<file path="src/rtl/go_sequencer.sv">
// ---------------------------------------------------------------------------
// go_sequencer
//
// Purpose
//   Drives three delay channels strictly in order: go_1, then go_2 once
//   done_1 is seen, then go_3 once done_2 is seen, and reports seq_done when
//   done_3 arrives. Each channel gets TIMEOUT cycles to answer. If a channel
//   is late, or the host aborts, the waited-on channel is killed and the
//   block clears the channel array's latched kill flag before returning to
//   idle.
//
// Handshakes
//   go_N / done_N : go_N is a one-cycle command. done_N is a level or pulse
//                   that is looked at only while channel N is the one being
//                   waited on. Done from any other channel is ignored.
//   kill_N / kill_ltchd / kill_clr : kill_N is a one-cycle command. The block
//                   then waits for kill_ltchd=1, pulses kill_clr for one
//                   cycle, and waits for kill_ltchd=0 before going idle.
//   start / abort : one-cycle or level requests. start is honoured only in
//                   IDLE. abort is honoured only in WAIT.
//
// Parameters
//   TIMEOUT     maximum WAIT cycles per channel (legal 2..255)
//
// Ports
//   clk         rising-edge clock
//   reset       synchronous active-low reset
//   start       run one go_1 -> go_2 -> go_3 sequence (IDLE only)
//   abort       kill the channel being waited on (WAIT only)
//   done_1..3   completion from channels 1..3
//   kill_ltchd  latched kill status from the channel array
//   go_1..3     one-cycle go pulses
//   kill_1..3   one-cycle kill pulses
//   kill_clr    one-cycle clear of kill_ltchd
//   busy        high from accepted start until back in IDLE
//   seq_done    one-cycle pulse on successful completion
//   timeout_err sticky timeout flag, cleared on accepted start
//   err_chan    channel of last timeout/abort kill (0 = none)
//   dbg_state   current FSM state (0 IDLE, 1 WAIT, 2 KILL, 3 CLR)
// ---------------------------------------------------------------------------
module go_sequencer #(
  parameter int TIMEOUT = 16
) (
  input  logic       clk,
  input  logic       reset,
  input  logic       start,
  input  logic       abort,
  input  logic       done_1,
  input  logic       done_2,
  input  logic       done_3,
  input  logic       kill_ltchd,
  output logic       go_1,
  output logic       go_2,
  output logic       go_3,
  output logic       kill_1,
  output logic       kill_2,
  output logic       kill_3,
  output logic       kill_clr,
  output logic       busy,
  output logic       seq_done,
  output logic       timeout_err,
  output logic [1:0] err_chan,
  output logic [1:0] dbg_state
);

  typedef enum logic [1:0] {
    S_IDLE = 2'd0,
    S_WAIT = 2'd1,
    S_KILL = 2'd2,
    S_CLR  = 2'd3
  } state_t;

  // Last timer value that is still a legal wait cycle; the timeout fires
  // when this value is reached without a done from the active channel.
  localparam logic [7:0] TMO_LAST = 8'(TIMEOUT - 1);

  // -------------------------------------------------------------------------
  // State and registered outputs
  // -------------------------------------------------------------------------
  state_t     r_state;
  logic [1:0] r_ch;
  logic [7:0] r_timer;
  logic [2:0] r_go;
  logic [2:0] r_kill;
  logic       r_kill_clr;
  logic       r_busy;
  logic       r_seq_done;
  logic       r_timeout_err;
  logic [1:0] r_err_chan;

  // -------------------------------------------------------------------------
  // Next-state / next-output wires
  // -------------------------------------------------------------------------
  state_t     w_state_nxt;
  logic [1:0] w_ch_nxt;
  logic [7:0] w_timer_nxt;
  logic [2:0] w_go_nxt;
  logic [2:0] w_kill_nxt;
  logic       w_kill_clr_nxt;
  logic       w_busy_nxt;
  logic       w_seq_done_nxt;
  logic       w_timeout_err_nxt;
  logic [1:0] w_err_chan_nxt;

  // Decoded events in the current cycle
  logic       w_in_wait;
  logic       w_done_ch;
  logic       w_timeout;
  logic       w_abort_acc;
  logic       w_last_ch;
  logic [2:0] w_ch_onehot;
  logic [2:0] w_next_onehot;

  // Only the channel being waited on can complete the current step.
  always_comb begin
    w_done_ch = 1'b0;
    case (r_ch)
      2'd1:    w_done_ch = done_1;
      2'd2:    w_done_ch = done_2;
      2'd3:    w_done_ch = done_3;
      default: w_done_ch = 1'b0;
    endcase
  end

  // Priority inside WAIT: done beats timeout, timeout beats abort. A done
  // arriving in the very cycle the timer expires still counts as success.
  assign w_in_wait   = (r_state == S_WAIT);
  assign w_timeout   = w_in_wait && !w_done_ch && (r_timer == TMO_LAST);
  assign w_abort_acc = w_in_wait && !w_done_ch && !w_timeout && abort;
  assign w_last_ch   = (r_ch == 2'd3);

  // One-hot selectors for the active channel and the one after it.
  always_comb begin
    w_ch_onehot   = 3'b000;
    w_next_onehot = 3'b000;
    case (r_ch)
      2'd1: begin
        w_ch_onehot   = 3'b001;
        w_next_onehot = 3'b010;
      end
      2'd2: begin
        w_ch_onehot   = 3'b010;
        w_next_onehot = 3'b100;
      end
      2'd3: begin
        w_ch_onehot   = 3'b100;
        w_next_onehot = 3'b000;
      end
      default: begin
        w_ch_onehot   = 3'b000;
        w_next_onehot = 3'b000;
      end
    endcase
  end

  // -------------------------------------------------------------------------
  // Process 1: state and output registers
  // -------------------------------------------------------------------------
  // A reset in any state drops everything immediately; no kill or kill_clr
  // is issued for an abandoned sequence.
  always_ff @(posedge clk) begin
    if (!reset) begin
      r_state       <= S_IDLE;
      r_ch          <= 2'd1;
      r_timer       <= 8'd0;
      r_go          <= 3'b000;
      r_kill        <= 3'b000;
      r_kill_clr    <= 1'b0;
      r_busy        <= 1'b0;
      r_seq_done    <= 1'b0;
      r_timeout_err <= 1'b0;
      r_err_chan    <= 2'd0;
    end else begin
      r_state       <= w_state_nxt;
      r_ch          <= w_ch_nxt;
      r_timer       <= w_timer_nxt;
      r_go          <= w_go_nxt;
      r_kill        <= w_kill_nxt;
      r_kill_clr    <= w_kill_clr_nxt;
      r_busy        <= w_busy_nxt;
      r_seq_done    <= w_seq_done_nxt;
      r_timeout_err <= w_timeout_err_nxt;
      r_err_chan    <= w_err_chan_nxt;
    end
  end

  // -------------------------------------------------------------------------
  // Process 2: next state, active channel and wait timer
  // -------------------------------------------------------------------------
  always_comb begin
    w_state_nxt = r_state;
    w_ch_nxt    = r_ch;
    w_timer_nxt = r_timer;
    case (r_state)
      S_IDLE: begin
        if (start) begin
          w_state_nxt = S_WAIT;
          w_ch_nxt    = 2'd1;
          w_timer_nxt = 8'd0;
        end
      end
      S_WAIT: begin
        if (w_done_ch) begin
          w_timer_nxt = 8'd0;
          if (w_last_ch) begin
            w_state_nxt = S_IDLE;
            w_ch_nxt    = 2'd1;
          end else begin
            w_ch_nxt    = r_ch + 2'd1;
          end
        end else if (w_timeout || w_abort_acc) begin
          // ch is kept so err_chan/kill stay tied to the killed channel.
          w_state_nxt = S_KILL;
          w_timer_nxt = 8'd0;
        end else begin
          w_timer_nxt = r_timer + 8'd1;
        end
      end
      S_KILL: begin
        if (kill_ltchd) begin
          w_state_nxt = S_CLR;
        end
      end
      S_CLR: begin
        if (!kill_ltchd) begin
          w_state_nxt = S_IDLE;
          w_ch_nxt    = 2'd1;
        end
      end
      default: begin
        w_state_nxt = S_IDLE;
        w_ch_nxt    = 2'd1;
        w_timer_nxt = 8'd0;
      end
    endcase
  end

  // -------------------------------------------------------------------------
  // Process 3: next values of the registered outputs
  // -------------------------------------------------------------------------
  // Pulses default low so each one lasts exactly one cycle; status outputs
  // default to holding.
  always_comb begin
    w_go_nxt          = 3'b000;
    w_kill_nxt        = 3'b000;
    w_kill_clr_nxt    = 1'b0;
    w_seq_done_nxt    = 1'b0;
    w_busy_nxt        = r_busy;
    w_timeout_err_nxt = r_timeout_err;
    w_err_chan_nxt    = r_err_chan;
    case (r_state)
      S_IDLE: begin
        if (start) begin
          w_go_nxt          = 3'b001;
          w_busy_nxt        = 1'b1;
          w_timeout_err_nxt = 1'b0;
          w_err_chan_nxt    = 2'd0;
        end
      end
      S_WAIT: begin
        if (w_done_ch) begin
          if (w_last_ch) begin
            w_seq_done_nxt = 1'b1;
            w_busy_nxt     = 1'b0;
          end else begin
            w_go_nxt       = w_next_onehot;
          end
        end else if (w_timeout) begin
          w_kill_nxt        = w_ch_onehot;
          w_timeout_err_nxt = 1'b1;
          w_err_chan_nxt    = r_ch;
        end else if (w_abort_acc) begin
          w_kill_nxt     = w_ch_onehot;
          w_err_chan_nxt = r_ch;
        end
      end
      S_KILL: begin
        if (kill_ltchd) begin
          w_kill_clr_nxt = 1'b1;
        end
      end
      S_CLR: begin
        if (!kill_ltchd) begin
          w_busy_nxt = 1'b0;
        end
      end
      default: begin
        w_busy_nxt = 1'b0;
      end
    endcase
  end

  // -------------------------------------------------------------------------
  // Output mapping
  // -------------------------------------------------------------------------
  assign go_1        = r_go[0];
  assign go_2        = r_go[1];
  assign go_3        = r_go[2];
  assign kill_1      = r_kill[0];
  assign kill_2      = r_kill[1];
  assign kill_3      = r_kill[2];
  assign kill_clr    = r_kill_clr;
  assign busy        = r_busy;
  assign seq_done    = r_seq_done;
  assign timeout_err = r_timeout_err;
  assign err_chan    = r_err_chan;
  assign dbg_state   = r_state;

endmodule

</file>
<file path="config.mk">
export PLATFORM = sky130hd
export DESIGN_NAME = go_sequencer
export DESIGN_NICKNAME = d
export VERILOG_FILES = /design/src/rtl/go_sequencer.sv
export SDC_FILE = /design/constraint.sdc
export NUM_CORES = 1
export LEC_CHECK = 0
export CAP_MARGIN = 30
export CORE_MARGIN = 2
export CORE_UTILIZATION = 25
export DETAILED_ROUTE_END_ITERATION = 7
export DONT_BUFFER_PORTS = 1
export HOLD_SLACK_MARGIN = 0.15
export PLACE_DENSITY_LB_ADDON = 0.1
export SETUP_SLACK_MARGIN = 0.15
export SLEW_MARGIN = 10
export SYNTH_ARGS = -nofsm -noshare
export SYNTH_HDL_FRONTEND = slang
export SYNTH_SLANG_ARGS = --single-unit
</file>
<file path="constraint.sdc">
create_clock -name clk -period 2.4 [get_ports clk]
set_clock_uncertainty 0.1 [all_clocks]
set_input_delay 0.48 -clock clk [delete_from_list [all_inputs] [get_ports clk]]
set_output_delay 0.48 -clock clk [all_outputs]
set_load 0.01 [all_outputs]
</file>
-- After elaboration in Yosys (flattened, before gate mapping)
Index checks and enable logic that the tools add are counted.
- add/sub/neg operators: 2
- equality and inequality tests: 17
- mux-type cells: 40
- reduce and logical (&&, ||, !) cells: 19
- bitwise logic cells: 2
- operator list (operator ; number):
    $mux W2 ; 13
    $mux W8 ; 3
    $pmux W8 S2 ; 1
    $mux W3 ; 4
    $pmux W3 S2 ; 2
    $reduce_and A4 Y1 ; 3
    $mux W1 ; 10
    $reduce_and A5 Y1 ; 2
    $pmux W3 S3 ; 1
    $add A8 B1 Y8 const B ; 1
    $eq A2 B2 Y1 const B ; 4
    $eq A8 B4 Y1 const B ; 1
    $ne A2 B2 Y1 const B ; 4
    $pmux W2 S4 ; 1
    $ne A2 B1 Y1 const B ; 3
    $ne A3 B1 Y1 const B ; 2
    $pmux W1 S3 ; 2
    $pmux W2 S3 ; 1
    $eq A2 B1 Y1 const B ; 2
    $logic_and A1 B1 Y1 ; 4
    $pmux W2 S2 ; 1
    $reduce_and A2 Y1 ; 2
    $ne A3 B2 Y1 const B ; 1
    $reduce_and A3 Y1 ; 1
    9 further kinds ; 11
- flip-flop bits (word level): 24
- word-level logic and storage cells: 90
- input port bits: 8
- output and inout bits: 14

-- Longest topological paths before layout
Gate-level depths: netlist (run 1).
- word-level depth: 12
- gate-level depth with buffers: 6
- mapped depth without buffers: 6

-- Least setup slack after synthesis (run 1)
OpenSTA, ideal clock, no wires.
- kind: register to register
- start point: register r_ch[0]
- end point: register r_timer[4]
- stages on the path, launching flop included: 7
- data required time: 2.243 ns
- period minus slack after synthesis: 1.985 ns
- path buffers: 0
- library setup time: 0.057 ns
- setup slack: 0.415 ns
- data arrival time: 1.828 ns
- cell sequence: dfxtp_1 -> inv_1 -> ha_1 -> a22oi_1 -> o211ai_1 -> or4_1 -> a21bo_2
- cells in the longest elaborated chain, start to end: 12
- elaborated cells between the ends (all ways): 14
- classes of those cells: eq/ne (3); mux (4); reduce/logical (7)
- RTL lines (item ; RTL line ; RTL):
    start: declaration ; 81 ; logic [1:0] r_ch;
    start signal: assignment ; 175 ; r_ch <= w_ch_nxt;
    $eq A2 B2 Y1 or $eq A2 B1 Y1 (tied branches) ; 117 ; case (r_ch)
    $pmux W1 S3 * ; 117 ;
    $logic_not A1 Y1 ; 128, 129 ;
    $logic_and A1 B1 Y1 ; 128, 129 ;
    $logic_and A1 B1 Y1 ; 128 ; assign w_timeout = w_in_wait && !w_done_ch && (r_timer == TMO_LAST);
    $logic_not A1 Y1 ; 129 ; assign w_abort_acc = w_in_wait && !w_done_ch && !w_timeout && abort;
    $logic_and A1 B1 Y1 (2 in a row) ; 129 ;
    $logic_or A1 B1 Y1 ; 211 ; end else if (w_timeout || w_abort_acc) begin
    $mux W8 ; 211 ;
    $mux W8 * ; 203 ; if (w_done_ch) begin
    $pmux W8 S2 * ; 194 ; case (r_state)
    end signal: assignment ; 176 ; r_timer <= w_timer_nxt;
    end: declaration ; 82 ; logic [7:0] r_timer;
Mark *: on every way between the ends. The rest lies on a longest branch, timed or not.
A chain may end at the register's enable or synchronous reset.

-- Worst setup path after layout (run 1)
Ends and elaborated chain as after synthesis.

==> impl_metrics.json, run 1 <==
{
  "status": "finished, final reports clean",
  "finalNetCount": 149,
  "synth_ff_type": "dfxtp_1",
  "yosys_warnings": 0,
  "die-width_um": 73.1,
  "cp.required_ps": 2510,
  "gp_congestion": 0.731,
  "crit_path_start_kind": "flip-flop",
  "synthCells": 127,
  "fin_crit_sh_pct": 86.5,
  "grt_overflow": 0,
  "vias": 963,
  "cts-htree-levels": 1,
  "ant_nets": 0,
  "dp_slack_ps": 199,
  "yosysTopAreaCell": "dfxtp_1",
  "cts_root_buf": "clkbuf_8",
  "wl_per_cell_um": 14.6,
  "seqPwrFrac_pct": 54.8,
  "syn-num-nets": 143,
  "worst_pin_slew_ps": 656,
  "ctsHoldBuffers": 0,
  "setup_ws_ps": 325,
  "area_growth_pct": 10.7,
  "ys_seq_area_share_pct": 40.3,
  "antenna_found_initial": 0,
  "cts_sinks": 24,
  "hpwlAfterDp_mm": 2.03,
  "slew_headroom_pct": 56.3,
  "fillCellCount": 504,
  "first_pass_iters": 4,
  "diodes": 0,
  "crit_path_max_fanout": 7,
  "crit_path_end_kind": "flip-flop",
  "numPortBuffers": 0,
  "pwr-share-comb_pct": 15.5,
  "synth_seq_cells": 24,
  "fin_crit_ps": 2070,
  "fin_setup_tns_ps": 0,
  "min_path_type": "in2reg",
  "maxCapViolCount": 0,
  "drtIter0Drc": 73,
  "intPower_mw": 0.575,
  "drc": 0,
  "power.density_nw_per_um2": 593,
  "slew_violations": 0,
  "setup_viol": 0,
  "hold_viol": 0,
  "cts_tree": "yes",
  "crit_buf_inv": 1,
  "routed_wl_mm": 2.71,
  "max_stage_delay_ps": 490,
  "ys_top_cells_by_area": "dfxtp_1 40%, ha_1 8.4%, a21oi_1 4.2%, nand3b_1 3.1%, nand2_1 2.8%",
  "worstSetupPathType": "reg2reg",
  "dieHeight_um": 73.1,
  "clk_pin_slew_ps": 80,
  "netlist_area_um2": 1190,
  "fmax_ghz": 0.482,
  "leakage_nw": 0.501,
  "power_frac_clock_pct": 29.7,
  "ir_drop_mv": 0.199,
  "grt_pass1_vias": 953,
  "pin_count": 22,
  "synthDistinctLibCells": 44,
  "insertion_delay_ps": 260,
  "fp.coreArea_um2": 4660,
  "dieArea_um2": 5340,
  "synth.top_cell.area_share_pct": 40.3,
  "cts_max_path_buffers": 2,
  "synthArstFlopShare_pct": 0,
  "grt_pass1_wl_mm": 4.58,
  "synth_area_per_cell_um2": 9.40,
  "grt_max_degree": 15,
  "crit_chain": "inv_1, ha_1, a22oi_1, o211ai_1, or4_1, a21bo_2",
  "drive_gt1_share_pct": 13.0,
  "switchingPower_mw": 0.208,
  "vias_per_cell": 5.21,
  "grt.total_usage_pct": 11.0,
  "initial_core_util_pct": 25.6,
  "netSwitchingFraction_pct": 26.6,
  "rsz0062_at_grt": "false",
  "num_rows": 25,
  "synth_edf_count": 0,
  "arrival_ps": 2180,
  "crit_family": "compound AO/OA/AOI/OAI gates",
  "cp_slowest_cell": "or4_1",
  "cts_buffers": 3
}
metal layers:
layer	up-vias	wire, um	global-route usage [%]
met5	-	0	0
met4	0	25	4.73
met3	2	133	2.49
met2	14	1260	17.7
met1	460	1290	14.1
li1	487	-	-
worst reg2reg max path, cell delays in order, from the launching register on:
cell and delay (ps):
dfxtp_2 390, inv_1 100, ha_1 220, a22oi_1 290, o211ai_1 250, or4_1 490
a21bo_2 190
state kept, by name, summed over array words and instances, names as in the netlist, named ones only:
name	count
r_go	3
timeout_err	1
r_kill	3
busy	1
err_chan	2
seq_done	1
kill_clr	1
dbg_state	1
r_ch	2
r_timer	8
path summary, 6_finish.rpt:
| check | from | end | slack (ps) | depth (start not counted) |
|---|---|---|---|---|
| worst max-delay path | r_ch[0] | r_timer[4] | 330 | 6 |
| worst max register to register | r_ch[0] | r_timer[4] | 330 | 6 |
| worst min-delay path | reset | r_ch[0] | 210 | 1 |
| worst min register to register | r_timer[0] | r_timer[0] | 420 | 2 |
logic make-up (layout without fill, tap and decap cells):
kind of cell	after synthesis	in the layout	share of synthesized area, %
multiplexers	1	1	0.839
adder cells (fa/ha/maj)	8	8	8.39
XOR/XNOR	1	1	0.734
AND/OR/NAND/NOR	49	49	24.0
buffers and inverters	9	13	3.56
AO/OA/AOI/OAI	35	35	22.2
flip-flops	24	24	40.3
synth_stat cells, types with 2 or more instances:
| cell | n |
|---|---|
| o41ai_1 | 3 |
| a211o_1 | 2 |
| nand3_1 | 4 |
| nor2b_1 | 2 |
| or3_1 | 2 |
| nor3b_1 | 2 |
| inv_1 | 5 |
| nor2_1 | 4 |
| dfxtp_1 | 24 |
| o21ai_0 | 4 |
| or4_1 | 2 |
| nand3b_1 | 5 |
| o211ai_1 | 2 |
| ha_1 | 8 |
| nand2_1 | 9 |
| and3_1 | 5 |
| and2_1 | 4 |
| nor3_1 | 4 |
| a21oi_1 | 10 |
| a32o_1 | 2 |
power groups by stage:
stage | clock network [mW] | registers, mW | logic, mW
after floorplan | 0 | 0.434 | 0.0910
after global placement | 0 | 0.438 | 0.119
after detailed placement | 0 | 0.438 | 0.118
after CTS | 0.248 | 0.429 | 0.119
after global routing | 0.265 | 0.432 | 0.138
final | 0.233 | 0.429 | 0.121
layout by cell type (no fill, tap or decap), drive strengths merged, types with 5 or more instances in the layout:
cell type  synthesis  final
inv                5      5
dfxtp             24     24
nand2              9      9
a21oi             11     11
nand3b             5      5
and3               5      5
ha                 8      8
layout make-up:
cell class | instances | area (um^2) | area share [%]
Multi-Input combinational cell | 94 | 676 | 51.1
Sequential cell | 24 | 483 | 36.6
Tap cell | 54 | 67.6 | 5.11
Clock buffer | 3 | 41.3 | 3.12
Timing Repair Buffer | 5 | 35.0 | 2.65
Inverter | 5 | 18.8 | 1.42
through the flow:
step / instance area (um^2) / power, mW / hold WS [ps] / cells / util [%]
after floorplan: 1190 / 0.525 / 370 / 127 / -
after global placement: 1260 / 0.558 / 398 / 180 / 27.0
after detailed placement: 1260 / 0.556 / 409 / 180 / 27.0
after CTS: 1300 / 0.796 / 202 / 183 / 27.9
after global routing: 1320 / 0.835 / 194 / 185 / 28.3
final: 1320 / 0.783 / 209 / 185 / 28.3
what timing repair did:
item,in CTS,in global routing
endpoints found under the setup margin,0,9
gates resized for setup,0,3
setup buffers,0,1
Power figures use the tool's default switching activity.
==> inputs of run 2 (changes only) <==
- PLACE_DENSITY_LB_ADDON: 0.1 -> not set
- TNS_END_PERCENT: not set -> 5
==> run 2 against run 1 <==
Effect of this change:
- critical path depth is the same
- wire length shrank 6.5%
- fmax shrank 6.8%
- largest power group unchanged
==> impl_metrics.json, run 2 (synthesized netlist as in run 1, its figures left out) <==
{
  "status": "finished, final reports clean",
  "fin_crit_ps": 2230,
  "die-width_um": 73.1,
  "finalNetCount": 146,
  "final_common_cell": "dfxtp_1",
  "leakage_nw": 0.501,
  "arrival_ps": 2300,
  "antenna_found_initial": 0,
  "final_util_pct": 28.5,
  "numPortBuffers": 0,
  "ir_drop_mv": 0.237,
  "grt_overflow": 0,
  "routed_wl_mm": 2.53,
  "worstSetupPathType": "reg2reg",
  "fmax_ghz": 0.449,
  "rsz0062_at_grt": "true",
  "cts_max_path_buffers": 2,
  "diodes": 0,
  "min_path_type": "in2reg",
  "grt_pass1_wl_mm": 4.32,
  "area_growth_pct": 11.4,
  "cts_root_buf": "clkbuf_8",
  "hold_viol": 0,
  "slew_headroom_pct": 60.8,
  "vias_per_cell": 5.11,
  "setup_viol": 0,
  "grt_max_degree": 15,
  "ant_nets": 0,
  "cp_slowest_cell": "a222oi_1",
  "slew_violations": 0,
  "dieArea_um2": 5340,
  "crit_buf_inv": 1,
  "drtIter0Drc": 61,
  "insertion_delay_ps": 270,
  "vias": 935,
  "dp_slack_ps": 242,
  "crit_path_end_kind": "flip-flop",
  "gp_congestion": 0.776,
  "crit_chain": "inv_1, ha_1, a222oi_1, nor2_1, a221o_1, a32o_1",
  "clk_pin_slew_ps": 90,
  "wl_per_cell_um": 13.8,
  "setup_ws_ps": 173,
  "ctsHoldBuffers": 0,
  "grt.total_usage_pct": 10.4,
  "cts_tree": "yes",
  "num_rows": 25,
  "cts_sinks": 24,
  "cts-htree-levels": 1,
  "fin_setup_tns_ps": 0,
  "worst_pin_slew_ps": 588,
  "power.density_nw_per_um2": 677,
  "largest_register_ffs": 8,
  "maxCapViolCount": 0,
  "pin_count": 22,
  "dieHeight_um": 73.1,
  "drive_gt1_share_pct": 10.1,
  "cp.required_ps": 2470,
  "mostFrequentLayoutCells": "24 x dfxtp_1, 10 x a21oi_1, 9 x nand2_1",
  "power_mw": 0.900,
  "hpwlAfterDp_mm": 1.89,
  "reg.largest.list": "r_timer (8), r_go (3), r_kill (3)",
  "max_stage_delay_ps": 480,
  "crit_family": "compound AO/OA/AOI/OAI gates",
  "initial_core_util_pct": 25.6,
  "crit_path_max_fanout": 7,
  "fin_area_um2": 1330,
  "cts_buffers": 3,
  "drc": 0,
  "crit_path_start_kind": "flip-flop",
  "first_pass_iters": 4,
  "postCtsSetupBuffers": 0,
  "fin_crit_sh_pct": 92.8,
  "grt_pass1_vias": 907,
  "dpl-instance-area_um2": 1250,
  "top_register": "r_timer",
  "fp.coreArea_um2": 4660
}
run 2: worst reg2reg max path: stages, from the launching register on:
cell	delay, ps
dfxtp_1	460
inv_1	120
ha_1	230
a222oi_1	480
nor2_1	90
a221o_1	390
a32o_1	260
run 2: worst paths after layout:
kind / cells after the start / to / start / slack (ps)
worst max-delay path: 6 / err_chan[1] / r_ch[0] / 170
worst min-delay path: 1 / r_ch[0] / reset / 190
worst max register to register: 6 / err_chan[1] / r_ch[0] / 170
worst min register to register: 2 / r_timer[0] / r_timer[0] / 410
run 2: report_power, final:
group          total (mW)  leakage, nW  switching [mW]  internal [mW]
clock               0.357       0.0357           0.134          0.223
sequential          0.431        0.194          0.0198          0.411
combinational       0.112        0.270          0.0650         0.0471
total               0.900        0.501           0.219          0.681
run 2: through the flow:
| step | cells | hold slack, ps |
|---|---|---|
| after detailed placement | 179 | 398 |
| final | 183 | 192 |
| after CTS | 183 | 185 |
| after global routing | 183 | 186 |
| after floorplan | 127 | 370 |
| after global placement | 179 | 394 |
run 2: routing by layer:
layer | track usage [%] | vias up | share of wire [%]
li1 | - | 480 | -
met1 | 13.0 | 432 | 46
met2 | 16.7 | 21 | 47
met3 | 4.28 | 2 | 6.2
met4 | 2.06 | 0 | 0.32
met5 | 0 | - | 0
run 2: repair_timing:
item,in CTS,in global routing
hold endpoints to repair,0,0
gates resized for setup,0,1
endpoints found under the setup margin,0,10
run 2: cell type report:
class	count	area (um^2)
repair buffers	2	15.0
fillers	492	3330
flip-flops and latches	24	480
clock buffers	3	41.3
multi-input cells	94	677
inverters	5	18.8
well taps	54	67.6
clock inverters	1	30.0
==> inputs of run 3 (changes only) <==
- clock period: 2.4 -> 2.03 ns (I/O delays scaled with it)
==> run 3 against run 2 <==
Effect of this change:
- sequential power up 17%
- register-to-register slack got worse by 140 ps
- first-iteration DRC count decreased by 1.6%
- critical path depth unchanged
- count of clock-buffer cells in the layout unchanged
- largest cell class unchanged
- core utilization rose by 2.8 points
- total power rose by 24%
- combinational power rose by 62%
- wire length increased by 11%
- global-route usage fell by 0.21 points
- clock power rose by 20%
- cell count is 6.6% higher
==> impl_metrics.json, run 3 (synthesized netlist as in run 1, its figures left out) <==
{
  "status": "finished, final reports clean",
  "fin_area_um2": 1460,
  "cts_root_buf": "clkbuf_8",
  "fmax_ghz": 0.501,
  "worstSetupPathType": "reg2reg",
  "rsz0062_at_grt": "true",
  "slew_headroom_pct": 67.4,
  "first_pass_iters": 4,
  "diodes": 0,
  "cts-htree-levels": 1,
  "grt_overflow": 0,
  "mostFrequentLayoutCells": "22 x dfxtp_1, 13 x buf_4, 10 x a21oi_1",
  "dp_slack_ps": -31.2,
  "drc": 0,
  "slew_violations": 0,
  "numPortBuffers": 0,
  "ant_nets": 0,
  "antenna_found_initial": 0,
  "crit_path_start_kind": "flip-flop",
  "crit_path_end_kind": "flip-flop",
  "grt_pass1_vias": 901,
  "insertion_delay_ps": 270,
  "setup_ws_ps": 34.6,
  "maxCapViolCount": 0,
  "grt_max_degree": 15,
  "largest_register_ffs": 8,
  "area_growth_pct": 22.2,
  "cts_tree": "yes",
  "hpwlAfterDp_mm": 2.01,
  "cts_max_path_buffers": 2,
  "vias_per_cell": 5.27,
  "power.density_nw_per_um2": 764,
  "cts_sinks": 24,
  "fillCellCount": 483,
  "leakage_nw": 0.558,
  "reg.largest.list": "r_timer (8), r_go (3), r_kill (3)",
  "crit_path_max_fanout": 7,
  "final_common_cell": "dfxtp_1",
  "hold_viol": 0,
  "cts_buffers": 3,
  "fin_crit_ps": 2000,
  "dpl-instance-area_um2": 1320,
  "fin_crit_sh_pct": 98.3,
  "wl_per_cell_um": 14.4,
  "min_path_type": "in2reg",
  "vias": 1027,
  "fin_setup_tns_ps": 0,
  "drtIter0Drc": 60,
  "min_path_cells": 1,
  "arrival_ps": 2070,
  "num_rows": 25,
  "finalNetCount": 158,
  "grt_pass1_wl_mm": 4.24,
  "dieArea_um2": 5340,
  "die-width_um": 73.1,
  "ir_drop_mv": 0.251,
  "r2r_cells": 6,
  "dieHeight_um": 73.1,
  "routed_wl_mm": 2.81,
  "fp.coreArea_um2": 4660,
  "setup_viol": 0,
  "final_util_pct": 31.3,
  "clk_pin_slew_ps": 90,
  "worst_pin_slew_ps": 489,
  "power_mw": 1.12,
  "drive_gt1_share_pct": 23.4,
  "cp.required_ps": 2110,
  "grt.total_usage_pct": 10.2,
  "top_register": "r_timer",
  "gp_congestion": 0.799,
  "pin_count": 22,
  "initial_core_util_pct": 25.6
}
==> run 3: metrics by stage <==
stage,cells,hold slack (ps)
CTS,191,99.6
global route,195,166
global placement,187,390
detailed placement,187,394
floorplan,127,370
finish,195,172
==> run 3: worst max-delay path: stages (launching register included) <==
cell and delay (ps):
dfxtp_4 380, buf_4 130, ha_1 210, a222oi_1 360
nor2_1 90, a221o_1 360, a32o_1 260
==> run 3: final timing paths <==
| check | startpoint | to | slack, ps |
|---|---|---|---|
| worst min register to register | r_timer[6] | r_timer[6] | 410 |
| worst max register to register | r_ch[0] | err_chan[0] | 30 |
| worst max-delay path | r_ch[0] | err_chan[0] | 30 |
| worst min-delay path | reset | r_go[1] | 170 |
==> run 3: timing repair <==
| item | CTS | global route |
|---|---|---|
| endpoints found under the hold margin | 2 | 2 |
| setup buffers | 0 | 3 |
| endpoints found under the setup margin | 10 | 16 |
| resized for setup | 1 | 8 |
| pin swaps | 2 | 5 |
==> run 3: where the power goes <==
| group | internal (mW) | switching [mW] |
|---|---|---|
| clock network | 0.264 | 0.164 |
| registers | 0.486 | 0.0197 |
| logic | 0.0843 | 0.0967 |
| total | 0.834 | 0.281 |
==> run 3: layout make-up <==
cell class	instances	area [um^2]	share of cell area (%)
clock buffers	3	41.3	2.83
repair buffers	14	108	7.38
inverters	5	18.8	1.29
well taps	54	67.6	4.63
flip-flops and latches	24	488	33.4
clock inverters	1	30.0	2.06
multi-input cells	94	706	48.4
==> run 3: per-layer routing <==
layer	wire, um	part of all wire, %	GRT usage [%]	up-vias
met3	199	7.1	4.56	7
met4	61	2.2	2.88	0
li1	-	-	-	505
met1	1230	44	11.5	486
met5	0	0	0	-
met2	1320	47	17.2	29
